[src/rtl/hilo_div_ctrl_pkg.sv]
// Shared definitions for the HI/LO divide path.
//   DIV_IDLE/DIV_BUSY/DIV_DONE : sequencer state encodings (2-bit)
//   DIV_WIDTH                  : default operand/result width
//   DIV_CNT_W                  : step-counter width for DIV_WIDTH steps
//   EXE_DIV/EXE_DIVU           : funct codes decoded upstream in EX
package hilo_div_ctrl_pkg;

    localparam logic [1:0] DIV_IDLE = 2'd0;
    localparam logic [1:0] DIV_BUSY = 2'd1;
    localparam logic [1:0] DIV_DONE = 2'd2;

    localparam int unsigned DIV_WIDTH = 32;
    localparam int unsigned DIV_CNT_W = $clog2(DIV_WIDTH);

    localparam logic [5:0] EXE_DIV  = 6'b011010;
    localparam logic [5:0] EXE_DIVU = 6'b011011;

endpackage

[src/rtl/hilo_div_ctrl_core.sv]
// div_radix2_core: radix-2 restoring divider datapath.
// Ports:
//   clk, resetn       clock, async active-low reset
//   i_load            capture |opa|, |opb|, sign flags and the raw dividend
//   i_step            commit one restoring step into rem/quo
//   i_fix_sign        final step: outputs carry the sign-corrected result
//   i_signed_div      1 = signed operands (DIV), 0 = unsigned (DIVU)
//   i_opa, i_opb      dividend, divisor
//   o_hi, o_lo        result of the current step (remainder, quotient);
//                     sign-corrected / divide-by-zero substituted when i_fix_sign
module div_radix2_core #(
    parameter int unsigned WIDTH = 32
) (
    input  logic             clk,
    input  logic             resetn,
    input  logic             i_load,
    input  logic             i_step,
    input  logic             i_fix_sign,
    input  logic             i_signed_div,
    input  logic [WIDTH-1:0] i_opa,
    input  logic [WIDTH-1:0] i_opb,
    output logic [WIDTH-1:0] o_hi,
    output logic [WIDTH-1:0] o_lo
);

    logic [WIDTH-1:0] r_rem;
    logic [WIDTH-1:0] r_quo;
    logic [WIDTH-1:0] r_div;
    logic [WIDTH-1:0] r_opa_orig;
    logic             r_sign_a;
    logic             r_sign_b;

    logic             w_sign_a;
    logic             w_sign_b;
    logic [WIDTH-1:0] w_abs_a;
    logic [WIDTH-1:0] w_abs_b;
    logic [WIDTH:0]   w_shift;
    logic [WIDTH+1:0] w_trial;
    logic             w_borrow;
    logic [WIDTH-1:0] w_rem_step;
    logic [WIDTH-1:0] w_quo_step;

    always_comb begin
        w_sign_a = i_signed_div & i_opa[WIDTH-1];
        w_sign_b = i_signed_div & i_opb[WIDTH-1];
        w_abs_a  = w_sign_a ? ('0 - i_opa) : i_opa;
        w_abs_b  = w_sign_b ? ('0 - i_opb) : i_opb;
    end

    // Partial remainder is always < divisor, so the shifted value fits in
    // WIDTH+1 bits; one extra bit on the subtractor exposes the borrow.
    always_comb begin
        w_shift    = {r_rem, r_quo[WIDTH-1]};
        w_trial    = {1'b0, w_shift} - {2'b00, r_div};
        w_borrow   = w_trial[WIDTH+1];
        w_rem_step = w_borrow ? w_shift[WIDTH-1:0] : w_trial[WIDTH-1:0];
        w_quo_step = {r_quo[WIDTH-2:0], ~w_borrow};
    end

    always_comb begin
        o_hi = w_rem_step;
        o_lo = w_quo_step;
        if (i_fix_sign) begin
            if (r_div == '0) begin
                o_hi = r_opa_orig;
                o_lo = '1;
            end else begin
                if (r_sign_a ^ r_sign_b) o_lo = '0 - w_quo_step;
                if (r_sign_a)            o_hi = '0 - w_rem_step;
            end
        end
    end

    always_ff @(posedge clk or negedge resetn) begin
        if (!resetn) begin
            r_rem      <= '0;
            r_quo      <= '0;
            r_div      <= '0;
            r_opa_orig <= '0;
            r_sign_a   <= 1'b0;
            r_sign_b   <= 1'b0;
        end else if (i_load) begin
            r_rem      <= '0;
            r_quo      <= w_abs_a;
            r_div      <= w_abs_b;
            r_opa_orig <= i_opa;
            r_sign_a   <= w_sign_a;
            r_sign_b   <= w_sign_b;
        end else if (i_step) begin
            r_rem      <= w_rem_step;
            r_quo      <= w_quo_step;
        end
    end

endmodule

[src/rtl/hilo_div_ctrl.sv]
// hilo_div_ctrl: multi-cycle sequencer for DIV/DIVU on the HI/LO path.
// Ports:
//   clk, resetn    clock, async active-low reset
//   start          EX holds DIV/DIVU (level, held while stalled)
//   signed_div     1 = DIV, 0 = DIVU
//   flush          annul the EX instruction
//   opa, opb       dividend (rs), divisor (rt)
//   stall          freeze IF..EX this cycle
//   result_valid   one-cycle strobe: write HI/LO
//   hi_out, lo_out remainder, quotient (held until the next completion)
module hilo_div_ctrl
    import hilo_div_ctrl_pkg::*;
#(
    parameter int unsigned WIDTH = DIV_WIDTH
) (
    input  logic             clk,
    input  logic             resetn,
    input  logic             start,
    input  logic             signed_div,
    input  logic             flush,
    input  logic [WIDTH-1:0] opa,
    input  logic [WIDTH-1:0] opb,
    output logic             stall,
    output logic             result_valid,
    output logic [WIDTH-1:0] hi_out,
    output logic [WIDTH-1:0] lo_out
);

    localparam int unsigned CNT_W = $clog2(WIDTH);
    localparam logic [CNT_W-1:0] LAST_STEP = CNT_W'(WIDTH - 1);

    logic [1:0]       r_state;
    logic [CNT_W-1:0] r_count;
    logic [WIDTH-1:0] r_hi;
    logic [WIDTH-1:0] r_lo;

    logic             w_accept;
    logic             w_busy;
    logic             w_last;
    logic             w_step;
    logic [WIDTH-1:0] w_core_hi;
    logic [WIDTH-1:0] w_core_lo;

    always_comb begin
        w_accept = (r_state == DIV_IDLE) & start & ~flush;
        w_busy   = (r_state == DIV_BUSY);
        w_step   = w_busy & ~flush;
        w_last   = w_busy & (r_count == LAST_STEP);
    end

    div_radix2_core #(
        .WIDTH (WIDTH)
    ) u_core (
        .clk          (clk),
        .resetn       (resetn),
        .i_load       (w_accept),
        .i_step       (w_step),
        .i_fix_sign   (w_last),
        .i_signed_div (signed_div),
        .i_opa        (opa),
        .i_opb        (opb),
        .o_hi         (w_core_hi),
        .o_lo         (w_core_lo)
    );

    // Gated by resetn so a held start cannot stall the pipe during reset.
    assign stall        = resetn & (w_accept | w_busy);
    assign result_valid = (r_state == DIV_DONE) & ~flush;
    assign hi_out       = r_hi;
    assign lo_out       = r_lo;

    always_ff @(posedge clk or negedge resetn) begin
        if (!resetn) begin
            r_state <= DIV_IDLE;
            r_count <= '0;
            r_hi    <= '0;
            r_lo    <= '0;
        end else begin
            case (r_state)
                DIV_IDLE: begin
                    if (w_accept) begin
                        r_state <= DIV_BUSY;
                        r_count <= '0;
                    end
                end
                DIV_BUSY: begin
                    if (flush) begin
                        r_state <= DIV_IDLE;
                    end else if (w_last) begin
                        // Core output already carries the final step with sign fix.
                        r_state <= DIV_DONE;
                        r_hi    <= w_core_hi;
                        r_lo    <= w_core_lo;
                    end else begin
                        r_count <= r_count + CNT_W'(1);
                    end
                end
                // start is ignored here: the finished instruction is still in EX.
                DIV_DONE: r_state <= DIV_IDLE;
                default:  r_state <= DIV_IDLE;
            endcase
        end
    end

endmodule

[config.mk]
export PLATFORM = sky130hd
export DESIGN_NAME = hilo_div_ctrl
export DESIGN_NICKNAME = d
export VERILOG_FILES = /design/src/rtl/hilo_div_ctrl_pkg.sv /design/src/rtl/hilo_div_ctrl_core.sv /design/src/rtl/hilo_div_ctrl.sv
export SDC_FILE = /design/constraint.sdc
export NUM_CORES = 1
export LEC_CHECK = 0
export BUFFER_PORTS_ARGS = -buffer_cell sky130_fd_sc_hd__buf_2
export CAP_MARGIN = 25
export CORE_MARGIN = 3
export CORE_UTILIZATION = 45
export CTS_CLUSTER_DIAMETER = 30
export CTS_CLUSTER_SIZE = 8
export DETAILED_ROUTE_END_ITERATION = 12
export GPL_TIMING_DRIVEN = 0
export HOLD_SLACK_MARGIN = 0.12
export MAX_ROUTING_LAYER = met4
export SYNTH_ARGS = -nofsm -noshare
export SYNTH_HDL_FRONTEND = slang
export SYNTH_HIERARCHICAL = 1
export SYNTH_SLANG_ARGS = --single-unit
[constraint.sdc]
create_clock -name clk -period 12.2 [get_ports clk]
set_input_delay 0 -clock clk [delete_from_list [all_inputs] [get_ports clk]]
set_output_delay 0 -clock clk [all_outputs]
set_load 0.02 [all_outputs]
==> impl_table.tex <==
\begin{tabular}{lr}
\hline
Metric & Value \\
\hline
\multicolumn{2}{l}{\textbf{Detailed routing}} \\
Per-cell via count in the routed design & 6.01 \\
Number of nets still failing antenna checks after routing & 0 \\
DRC violations left & 0 \\
Mean routed wirelength per cell & 21.4 um \\
Detailed Route WL & 50,400 um \\
Initial DRC count & 1,472 \\
Number of detailed-routing iterations run before antenna repair & 6 \\
DR vias & 14,150 \\
\multicolumn{2}{l}{\textbf{Global routing}} \\
Routing usage on met2 & 45.0\% \\
Total overflow reported by the global router & 0 \\
Global-route met1 utilization & 43.4\% \\
Largest net degree at the start of global routing & 121 \\
Initial antenna violation count & 0 \\
Met3 capacity usage during global routing & 4.77\% \\
Total global-route track usage & 30.2\% \\
Vias in the first global route & 13,655 \\
Wire length of the first global-routing pass & 78,000 um \\
GRT busiest layer & met2 \\
\multicolumn{2}{l}{\textbf{Floorplan}} \\
Cell Rows & 64 \\
Number of top-level pins & 135 \\
Effective utilization at floorplan & 46.1\% \\
Die span in y & 184 um \\
Die Span X & 184 um \\
Placeable core region & 30,900 sq um \\
Die area & 33,800 sq um \\
\multicolumn{2}{l}{\textbf{Power and ir drop}} \\
Pwr per Cell Area & 215 nW/um\^{}2 \\
Highest ir drop seen on vdd & 0.000125 V \\
Share of total power in the clock network & 38.0\% \\
Leakage power of the design & 0.00812 uW \\
Portion of total power attributed to sequential cells & 23.1\% \\
Switching power of the nets & 1550 uW \\
Overall power consumption & 3930 uW \\
Switch share & 39.5\% \\
Internal power summed over all cells & 2380 uW \\
Combinational share of power & 38.9\% \\
\multicolumn{2}{l}{\textbf{Setup path}} \\
Most repeated library cell on the critical path & sky130\_fd\_sc\_hd\_\_buf\_2 \\
Critical path fanouts, max & 10 \\
Delay of the slowest cell on the worst path & 0.56 ns \\
Number of cell instances on the worst register-to-register path & 24 \\
Critical path class & flop to flop \\
Slowest CP cell & sky130\_fd\_sc\_hd\_\_clkbuf\_1 \\
CP Cell Sequence & inv\_1 -> ha\_1 -> nor2b\_1 -> o2111ai\_2 -> a2111oi\_4 -> o31ai\_2 -> o21ai\_2 -> buf\_2 -> buf\_2 -> buf\_2 -> clkbuf\_1 -> nand2\_1 -> o21ai\_0 -> ha\_1 -> nand3b\_1 -> or4\_1 -> mux2\_2 -> a221oi\_4 -> o21a\_4 -> nand3\_2 -> nor3\_1 -> mux2\_1 -> o21ai\_1 -> mux2\_4 \\
Data required time at the worst endpoint & 12.69 ns \\
Nature of the critical path startpoint & flop \\
Crit. End Element & flop \\
Crit path DAT & 7.87 ns \\
\multicolumn{2}{l}{\textbf{Synthesis}} \\
Count of flip-flops with a built-in enable after synthesis & 0 \\
Count of state elements after synthesis & 201 \\
Commonest register cell after synthesis & sky130\_fd\_sc\_hd\_\_dfrtp\_1 \\
Synthesized instance count & 1,639 \\
YS warnings & 6 \\
Post-synth top cells & sky130\_fd\_sc\_hd\_\_dfrtp\_1, sky130\_fd\_sc\_hd\_\_nor2\_1, sky130\_fd\_sc\_hd\_\_nand2\_1, sky130\_fd\_sc\_hd\_\_o21ai\_0, sky130\_fd\_sc\_hd\_\_a21oi\_1 \\
Share of the synthesized area in the top cell type & 35.3\% \\
Sequential fraction of the synthesis area & 35.3\% \\
Syn nets & 1,747 \\
Top area cells in the synthesized netlist & sky130\_fd\_sc\_hd\_\_dfrtp\_1, sky130\_fd\_sc\_hd\_\_mux2\_4, sky130\_fd\_sc\_hd\_\_nor2\_1 \\
Fraction of synthesis flops using an asynchronous set or reset pin & 100\% \\
Library cells used by synthesis & 90 \\
Yosys top cell by area & sky130\_fd\_sc\_hd\_\_dfrtp\_1 \\
Most common cell in the synthesized netlist & sky130\_fd\_sc\_hd\_\_dfrtp\_1 \\
Post-Syn Area & 14,300 sq um \\
Synthesized area per cell & 8.70 sq um \\
\multicolumn{2}{l}{\textbf{Placed design}} \\
DP Wirelength & 37,000 um \\
Routability congestion estimate & 0.970 \\
Total instance count after detailed placement & 2,170 \\
Total of buffers placed on input and output ports & 134 \\
\multicolumn{2}{l}{\textbf{Finish}} \\
Filler cell count in the final layout & 2,776 \\
Final cell utilization of the core & 59.2\% \\
Layout Nets & 2,027 \\
Number of antenna repair diodes & 0 \\
Area growth from synthesis to layout & 28.4\% \\
Share of cells above drive strength 1 & 19.2\% \\
Number of non-filler instances in the completed layout & 2,356 \\
\multicolumn{2}{l}{\textbf{Timing}} \\
Number of hold-slack violations in the final timing report & 0 \\
Min Clock Period, post-route & 7.38 ns \\
Part of the cycle the worst path needs & 60.5\% \\
Achievable clock frequency & 135 MHz \\
Clock Skew & 0.0217 ns \\
Worst-Margin Slew & 1.03 ns \\
Final slew viol count & 0 \\
Max-slew headroom & 31.6\% \\
Final-layout setup total negative slack & 0 ns \\
Total setup violations reported at the end of the flow & 0 \\
RSZ-0062 raised after global routing & false \\
\multicolumn{2}{l}{\textbf{Clock network}} \\
Clock buffers created by TritonCTS & 52 \\
TritonCTS clock tree & built \\
CTS Buffer Depth & 3 \\
Buffer type at the clock tree root & sky130\_fd\_sc\_hd\_\_clkbuf\_16 \\
Maximum level of the CTS H-tree & 2 \\
Sink count of the clock tree & 201 \\
Clock edge transition at the registers on the reported setup and hold paths & 0.04 ns \\
Total setup buffers inserted after CTS & 0 \\
Later-pin clock latency in the skew report & 0.57 ns \\
\multicolumn{2}{l}{\textbf{Run}} \\
Number of violations of the max-capacitance limit & 0 \\
\multicolumn{2}{l}{\textbf{Outcome}} \\
Outcome & finished, final reports clean \\
\multicolumn{2}{l}{\textbf{Min path}} \\
HP Class & primary input to async pin \\
\hline
\end{tabular}
==> layer usage <==
layer,part of all wire (%),vias up
li1,-,6494
met1,46,6921
met2,44,658
met3,7.8,77
met4,2.0,0
met5,0,-
==> flip-flops by register name, indices dropped and copies added (netlist names) <==
register           cells
hi_out                32
r_state                2
u_core/r_opa_orig     32
r_count                5
u_core/r_rem          32
u_core/r_div          32
u_core/r_sign_a        1
u_core/r_sign_b        1
lo_out                32
u_core/r_quo          32
==> kinds of logic after synthesis <==
family,Yosys count,share of synthesized area [%]
AND/OR/NAND/NOR,554,18.2
AO/OA/AOI/OAI,452,20.4
flip-flops,201,35.3
buffers and inverters,162,5.06
multiplexers,136,11.7
XOR/XNOR,95,5.84
adder cells (fa/ha/maj),39,3.48
==> final cells by class <==
| type | count | area, sq um | area share [%] |
|---|---|---|---|
| Timing Repair Buffer | 226 | 1640 | 8.94 |
| Clock buffer | 62 | 1410 | 7.70 |
| Multi-Input combinational cell | 1276 | 8500 | 46.4 |
| Buffer | 93 | 462 | 2.52 |
| Tap cell | 396 | 495 | 2.71 |
| Sequential cell | 201 | 5030 | 27.5 |
| Inverter | 69 | 259 | 1.41 |
| Clock inverter | 33 | 512 | 2.80 |
==> critical path: cells and delay by family (launching register included) <==
family | cells | cell delay, ns
AO/OA/AOI/OAI | 8 | 2.37
buffers and inverters | 5 | 1.61
AND/OR/NAND/NOR | 6 | 1.18
multiplexers | 3 | 0.94
adder cells (fa/ha/maj) | 2 | 0.64
flip-flops | 1 | 0.55
==> power by group through the flow <==
| stage | Combinational, uW | Sequential [uW] | Clock (uW) |
|---|---|---|---|
| after floorplan | 1040 | 858 | 0 |
| after global placement | 1440 | 908 | 0 |
| after global routing | 1670 | 918 | 1550 |
| after CTS | 1490 | 902 | 1510 |
| after detailed placement | 1450 | 910 | 0 |
| final | 1530 | 907 | 1490 |
==> placed cells by master (no fill, tap or decap), types with 8 or more instances in the layout <==
cell                            count
sky130_fd_sc_hd__and3_1            10
sky130_fd_sc_hd__o22ai_1            8
sky130_fd_sc_hd__buf_1             10
sky130_fd_sc_hd__o31ai_1           13
sky130_fd_sc_hd__mux2i_1           37
sky130_fd_sc_hd__a211oi_1          30
sky130_fd_sc_hd__nand2b_1          13
sky130_fd_sc_hd__o21ai_0          128
sky130_fd_sc_hd__o21ai_1            9
sky130_fd_sc_hd__nand2_1          162
sky130_fd_sc_hd__o21a_1            10
sky130_fd_sc_hd__a31oi_1           24
sky130_fd_sc_hd__clkinvlp_4         9
sky130_fd_sc_hd__xnor2_1           48
sky130_fd_sc_hd__clkbuf_16         52
sky130_fd_sc_hd__xor2_1            47
sky130_fd_sc_hd__clkbuf_1          68
sky130_fd_sc_hd__a21oi_1          120
sky130_fd_sc_hd__inv_1             66
sky130_fd_sc_hd__a21o_1            12
sky130_fd_sc_hd__or3_1             19
sky130_fd_sc_hd__mux2_2            49
sky130_fd_sc_hd__mux2_4            49
sky130_fd_sc_hd__buf_2            145
sky130_fd_sc_hd__nand4_1           12
sky130_fd_sc_hd__ha_1              38
sky130_fd_sc_hd__nor3_1            41
sky130_fd_sc_hd__bufinv_16         11
sky130_fd_sc_hd__or4_1              9
sky130_fd_sc_hd__a22oi_1           14
sky130_fd_sc_hd__nor2_1           180
sky130_fd_sc_hd__nand3_1           28
sky130_fd_sc_hd__dlygate4sd3_1     90
sky130_fd_sc_hd__dfrtp_1          201
sky130_fd_sc_hd__nor4_1            22
sky130_fd_sc_hd__nor2b_1           18
==> worst paths after layout <==
path,slack [ns],startpoint,endpoint
setup / recovery,4.82,u_core/r_div[1],hi_out[30]
hold / removal,0.1,resetn,u_core/r_rem[5]
setup reg to reg,4.82,u_core/r_div[1],hi_out[30]
hold reg to reg,0.50,hi_out[10],hi_out[10]
max in group asynchronous,11.47,resetn,lo_out[8]
min in group clk,0.26,opa[25],u_core/r_opa_orig[25]
==> what timing repair did <==
action,in CTS,in global routing
hold buffers,91,0
endpoints found under the setup margin,0,0
hold endpoints to repair,304,0
resized for setup,0,0
==> through the flow <==
step                      area (sq um)  setup WS [ns]  hold WS (ns)
final                            18300           4.82        0.0984
after global routing             18300           4.54         0.144
after CTS                        18300           5.00         0.144
after detailed placement         15500           5.04        0.0466
after global placement           15400           5.09         0.273
after floorplan                  14300           6.93        -0.296
No activity file was read; power rests on OpenSTA's default activity.
